File: src/rtl/vending_pkg.sv
// rtl/vending_pkg.sv - shared state, coin and select encodings for the vending controller
// Ports: none (package). Provides state_t, coin/select codes and coin_value().
package vending_pkg;

    typedef enum logic [1:0] {
        IDLE   = 2'd0,
        ACCUM  = 2'd1,
        VEND   = 2'd2,
        CHANGE = 2'd3
    } state_t;

    localparam logic [1:0] COIN_NONE = 2'b00;
    localparam logic [1:0] COIN_HALF = 2'b01;
    localparam logic [1:0] COIN_ONE  = 2'b10;

    localparam logic [1:0] SEL_A = 2'b01;
    localparam logic [1:0] SEL_B = 2'b10;

    // Half-unit value of a coin code; the invalid code is worth nothing.
    function automatic logic [1:0] coin_value(input logic [1:0] code);
        case (code)
            COIN_HALF: return 2'd1;
            COIN_ONE:  return 2'd2;
            default:   return 2'd0;
        endcase
    endfunction

endpackage

File: src/rtl/vending_ctrl_credit_acc.sv
// rtl/vending_ctrl_credit_acc.sv - credit register with saturating add and subtract
// Ports: clk, rstn; add_en/add_amt request an add, add_fits reports whether it
// stays within MAX_CREDIT; sub_en/sub_amt request a subtract; credit is the register.
module vend_credit_acc #(
    parameter int CREDIT_W   = 4,
    parameter int MAX_CREDIT = 10
) (
    input  logic                clk,
    input  logic                rstn,
    input  logic                add_en,
    input  logic [1:0]          add_amt,
    input  logic                sub_en,
    input  logic [CREDIT_W-1:0] sub_amt,
    output logic                add_fits,
    output logic [CREDIT_W-1:0] credit
);

    localparam logic [CREDIT_W:0] MAX_EXT = (CREDIT_W+1)'(MAX_CREDIT);

    // One extra bit so the ceiling test sees the true sum before truncation.
    logic [CREDIT_W:0] sum;

    assign sum      = {1'b0, credit} + {{(CREDIT_W-1){1'b0}}, add_amt};
    assign add_fits = (sum <= MAX_EXT);

    always_ff @(posedge clk or negedge rstn) begin
        if (!rstn) begin
            credit <= '0;
        end else if (sub_en) begin
            credit <= credit - sub_amt;
        end else if (add_en && add_fits) begin
            credit <= sum[CREDIT_W-1:0];
        end
    end

endmodule

File: src/rtl/vending_ctrl.sv
// rtl/vending_ctrl.sv - coin credit, product arbitration, dispense and change sequencing
// Ports: clk, rstn; coin/sel/cancel from the front end; vend_ack/chg_ack from the
// dispensers; sell/sell_id and chg_req/chg_coin requests; coin_rej/no_credit pulses;
// credit in half-units; busy while vending or paying change.
module vending_ctrl
    import vending_pkg::*;
#(
    parameter int PRICE_A    = 3,
    parameter int PRICE_B    = 4,
    parameter int CREDIT_W   = 4,
    parameter int MAX_CREDIT = 10
) (
    input  logic                clk,
    input  logic                rstn,
    input  logic [1:0]          coin,
    input  logic [1:0]          sel,
    input  logic                cancel,
    input  logic                vend_ack,
    input  logic                chg_ack,
    output logic                sell,
    output logic                sell_id,
    output logic                chg_req,
    output logic                chg_coin,
    output logic                coin_rej,
    output logic                no_credit,
    output logic [CREDIT_W-1:0] credit,
    output logic                busy
);

    localparam logic [CREDIT_W-1:0] PRICE_A_W = CREDIT_W'(PRICE_A);
    localparam logic [CREDIT_W-1:0] PRICE_B_W = CREDIT_W'(PRICE_B);
    localparam logic [CREDIT_W-1:0] ONE_W     = CREDIT_W'(1);
    localparam logic [CREDIT_W-1:0] TWO_W     = CREDIT_W'(2);

    state_t              state;
    logic                coin_valid;
    logic                sel_valid;
    logic [CREDIT_W-1:0] sel_price;
    logic                can_buy;
    logic                add_en;
    logic                add_fits;
    logic                sub_en;
    logic [CREDIT_W-1:0] sub_amt;
    logic [CREDIT_W-1:0] remainder;

    assign coin_valid = (coin == COIN_HALF) || (coin == COIN_ONE);
    assign sel_valid  = (sel == SEL_A) || (sel == SEL_B);
    assign sel_price  = (sel == SEL_B) ? PRICE_B_W : PRICE_A_W;
    // Affordability uses the credit before any same-cycle coin.
    assign can_buy    = sel_valid && (credit >= sel_price);

    assign add_en  = ((state == IDLE) || (state == ACCUM)) && !cancel && !can_buy && coin_valid;
    assign sub_en  = ((state == VEND) && vend_ack) || ((state == CHANGE) && chg_ack);
    assign sub_amt = (state == VEND) ? (sell_id ? PRICE_B_W : PRICE_A_W)
                                     : (chg_coin ? TWO_W : ONE_W);
    // Credit left once the pending subtract lands; drives the next request.
    assign remainder = credit - sub_amt;

    vend_credit_acc #(
        .CREDIT_W   (CREDIT_W),
        .MAX_CREDIT (MAX_CREDIT)
    ) u_credit_acc (
        .clk      (clk),
        .rstn     (rstn),
        .add_en   (add_en),
        .add_amt  (coin_value(coin)),
        .sub_en   (sub_en),
        .sub_amt  (sub_amt),
        .add_fits (add_fits),
        .credit   (credit)
    );

    always_ff @(posedge clk or negedge rstn) begin
        if (!rstn) begin
            state     <= IDLE;
            sell      <= 1'b0;
            sell_id   <= 1'b0;
            chg_req   <= 1'b0;
            chg_coin  <= 1'b0;
            coin_rej  <= 1'b0;
            no_credit <= 1'b0;
            busy      <= 1'b0;
        end else begin
            coin_rej  <= 1'b0;
            no_credit <= 1'b0;
            case (state)
                IDLE, ACCUM: begin
                    if (cancel) begin
                        coin_rej <= coin_valid;
                        if (credit != '0) begin
                            state    <= CHANGE;
                            chg_req  <= 1'b1;
                            chg_coin <= (credit >= TWO_W);
                            busy     <= 1'b1;
                        end
                    end else if (can_buy) begin
                        state    <= VEND;
                        sell     <= 1'b1;
                        sell_id  <= (sel == SEL_B);
                        busy     <= 1'b1;
                        coin_rej <= coin_valid;
                    end else begin
                        no_credit <= sel_valid;
                        coin_rej  <= coin_valid && !add_fits;
                        state     <= ((credit != '0) || (coin_valid && add_fits)) ? ACCUM : IDLE;
                    end
                end
                VEND: begin
                    coin_rej <= coin_valid;
                    if (vend_ack) begin
                        sell    <= 1'b0;
                        sell_id <= 1'b0;
                        if (remainder != '0) begin
                            state    <= CHANGE;
                            chg_req  <= 1'b1;
                            chg_coin <= (remainder >= TWO_W);
                        end else begin
                            state <= IDLE;
                            busy  <= 1'b0;
                        end
                    end
                end
                CHANGE: begin
                    coin_rej <= coin_valid;
                    if (chg_ack) begin
                        if (remainder == '0) begin
                            state    <= IDLE;
                            chg_req  <= 1'b0;
                            chg_coin <= 1'b0;
                            busy     <= 1'b0;
                        end else begin
                            chg_coin <= (remainder >= TWO_W);
                        end
                    end
                end
                default: state <= IDLE;
            endcase
        end
    end

endmodule

File: config.mk
export PLATFORM = sky130hd
export DESIGN_NAME = vending_ctrl
export DESIGN_NICKNAME = d
export VERILOG_FILES = /design/src/rtl/vending_pkg.sv /design/src/rtl/vending_ctrl_credit_acc.sv /design/src/rtl/vending_ctrl.sv
export SDC_FILE = /design/constraint.sdc
export NUM_CORES = 1
export LEC_CHECK = 0
export CORE_ASPECT_RATIO = 0.9
export CORE_UTILIZATION = 60
export CTS_BUF_LIST = sky130_fd_sc_hd__clkbuf_16
export DETAILED_ROUTE_END_ITERATION = 8
export DONT_BUFFER_PORTS = 1
export PLACE_DENSITY = 0.88
export SLEW_MARGIN = 30
export SYNTH_ARGS = -nofsm -noshare
export SYNTH_HDL_FRONTEND = slang
export SYNTH_SLANG_ARGS = --single-unit
File: constraint.sdc
create_clock -name clk -period 7.2 [get_ports clk]
set_input_delay 0.36 -clock clk [delete_from_list [all_inputs] [get_ports clk]]
set_output_delay 0.36 -clock clk [all_outputs]
set_load 0.1 [all_outputs]
==> results.md <==
- Arr. time, crit path: 3.40 ns
- Initial core utilization: 63.6%
- Run status: completed
- Total number of vias: 1077
- Yosys Warn Count: 0
- Unrepaired setup endpoints after global routing: false
- Most frequent cells in the layout: inv_1, dfrtp_1, ha_1
- Die Y: 44.7 um
- Commonest non-fill, non-tap cell in the layout: inv_1
- Fraction of layout cells with a size suffix above 1: 16.4%
- Cell with the biggest individual delay on the critical path: dfrtp_1
- Post-Syn Area: 0.00122 sq mm
- Core ar.: 0.00191 sq mm
- Post-synth cell types: 47
- Skew-Pair Late Insertion Delay: 0.25 ns
- Fillers: 139
- Crit-path cells: nand2_1 -> a21boi_0 -> ha_1 -> inv_1 -> fa_1 -> nor2_2 -> or4b_4 -> a21oi_1 -> a21oi_1
- Cell Rows: 15
- Setup bufs post-CTS: 0
- CP startpoint: sell_id
- Setup crit end: state[1]
- Tmin final: 3.31 ns
- Crit-path max FO: 5
- Largest net degree at the start of global routing: 22
- Worst-case clock buffer depth: 2
- Register bit total from synthesis: 13
- Total gr overflow: 0
- HPWL Detailed: 2190 um
- R2r setup slk: 3.89 ns
- Detail Route Antenna Nets: 0
- Die width: 49.5 um
- All-Layer GR Usage: 28.8%
- Drt pass-1 iters: 4
- Hold crit path type: in2reg
- Worst-case clock skew: 0.00529 ns
- Clock sink count: 13
- Maxcap violations: 0
- Detailed Route Iter0 Violations: 50
- Drt wl/cell: 18.4 um
- Diode count: 0
- Final nets: 157
- Routed wire length: 2930 um
- Maximum clock rate: 0.302 GHz
- Reg2reg start: sell_id
- CP required: 7.29 ns
- FF-to-FF End: state[1]
- Crit Path Class: reg2reg
- Vias per inst: 6.77
- Most common cell on crit path: a21oi_1
- Least-Margin Pin Slew: 1.03 ns
- CTS clk-pin slew, worst paths: 0.05 ns
- Syn Inst Count: 131
- Crit end category: flop
- IO Pins: 20
- Seq/Total Area, Yosys: 26.7%
- Initial antenna violation count: 0
- Resized cells post-CTS: 0
- Clock Tree Root: clkbuf_16
- RePlAce Congestion: 0.886
- Synth Net Count: 153
- Die Area: 0.00221 sq mm
- Sum of negative setup slack: 0 ns
- CTS Hold Buffers Added: 1
- CP max stage delay: 0.98 ns
- CP Launch Type: flop
- DRC violations left: 0
- Num CTS Buffers: 3
- Pins over their slew limit: 0
- First-pass GRT wire length: 4650 um
- Setup-failing EPs final: 0
- Reg2reg path depth: 9
- CTS tree: done
- Final Hold Viols: 0
- Port Buffers: 0
- Final Cycle Share: 46.0%
- Vias in the first global route: 977
- H-Tree Depth: 1
- Rel. slew slack: 31.0%
- Synthesis-to-layout area growth: 9.46%
- Syn_area_per_cell: 9.29 sq um
[critical path, delay by kind of cell, from the launching register on]
family          cells  cell delay [ns]
simple gates        3             0.90
flops               1             0.98
compound gates      3             0.51
buf+inv             1             0.08
fa+ha+maj           2             0.68
[layer usage]
layer | global-route usage [%] | part of all wire (%)
met4 | 14.9 | 1.9
met5 | 0 | 0
met1 | 36.0 | 41
met2 | 47.1 | 50
met3 | 7.07 | 7.5
[flip-flops by register name, indices dropped and copies added, names as in the netlist]
name                 flops
chg_coin                 1
u_credit_acc.credit      4
sell_id                  1
no_credit                1
sell                     1
busy                     1
chg_req                  1
state                    2
coin_rej                 1
[kinds of logic (layout without fill, tap and decap cells)]
family | Yosys count | count (layout) | synth area share [%]
AOI/OAI and AO/OA | 44 | 44 | 26.8
adders and majority gates | 13 | 13 | 14.6
muxes | 2 | 2 | 2.67
buffers and inverters | 18 | 21 | 6.37
and+or+nand+nor | 39 | 39 | 21.4
DFF | 13 | 13 | 26.7
xor gates and xnor gates | 2 | 2 | 1.44
[synthesized netlist by cell type, drive strengths merged]
master	n	area (sq um)
dfrtp	13	325
inv	13	48.8
ha	11	138
o21ai	8	43.8
a21oi	6	30.0
nor2	6	25.0
nor2b	6	52.6
a211oi	5	52.6
nand2	5	18.8
nand2b	4	25.0
nand3	4	20.0
nor3	4	31.3
a22oi	3	22.5
a31oi	3	18.8
buf	3	21.3
o2111ai	3	26.3
o211ai	3	22.5
or4	3	26.3
a21o	2	15.0
a41oi	2	25.0
clkbuf	2	7.51
fa	2	40.0
mux2i	2	32.5
o21a	2	15.0
o31ai	2	15.0
or3	2	12.5
a211o	1	8.76
a21boi	1	7.51
a31o	1	8.76
and2	1	7.51
and4	1	8.76
nor3b	1	12.5
nor4	1	6.26
o221ai	1	8.76
o22ai	1	6.26
or4b	1	13.8
xnor2	1	8.76
xor2	1	8.76
[layout make-up]
| cell class | instances | area [sq um] | share of cell area [%] |
|---|---|---|---|
| clock buffer | 3 | 75.1 | 5.63 |
| sequential | 13 | 327 | 24.5 |
| inverter | 13 | 48.8 | 3.66 |
| clock inverter | 1 | 3.75 | 0.282 |
| tap | 25 | 31.3 | 2.35 |
| multi-input combinational | 100 | 815 | 61.1 |
| timing repair buffer | 4 | 32.5 | 2.44 |
[through the flow]
| step | cells | cell area (sq um) | worst slack [ns] | hold WS [ns] | util (%) |
|---|---|---|---|---|---|
| after global routing | 159 | 1330 | 3.71 | 0.179 | 69.6 |
| after CTS | 159 | 1330 | 3.89 | 0.182 | 69.5 |
| final | 159 | 1330 | 3.89 | 0.180 | 69.6 |
| after detailed placement | 154 | 1240 | 3.89 | 0.0647 | 64.9 |
| after global placement | 154 | 1240 | 4.02 | 0.0647 | 64.9 |
| after floorplan | 131 | 1220 | 4.13 | 0.0644 | - |
[worst min-delay path by stage]
stage,startpoint,endpoint,slack [ns],depth (start not counted)
finish,cancel,no_credit,0.18,1
global route,cancel,no_credit,0.18,1
CTS,cancel,no_credit,0.18,1
detailed placement,rstn,coin_rej,0.06,0
global placement,rstn,u_credit_acc.credit[3],0.06,0
floorplan,rstn,busy,0.06,0
Power is not shown: default switching activity piles up to over one toggle a cycle in this logic, so the estimate is an artifact.
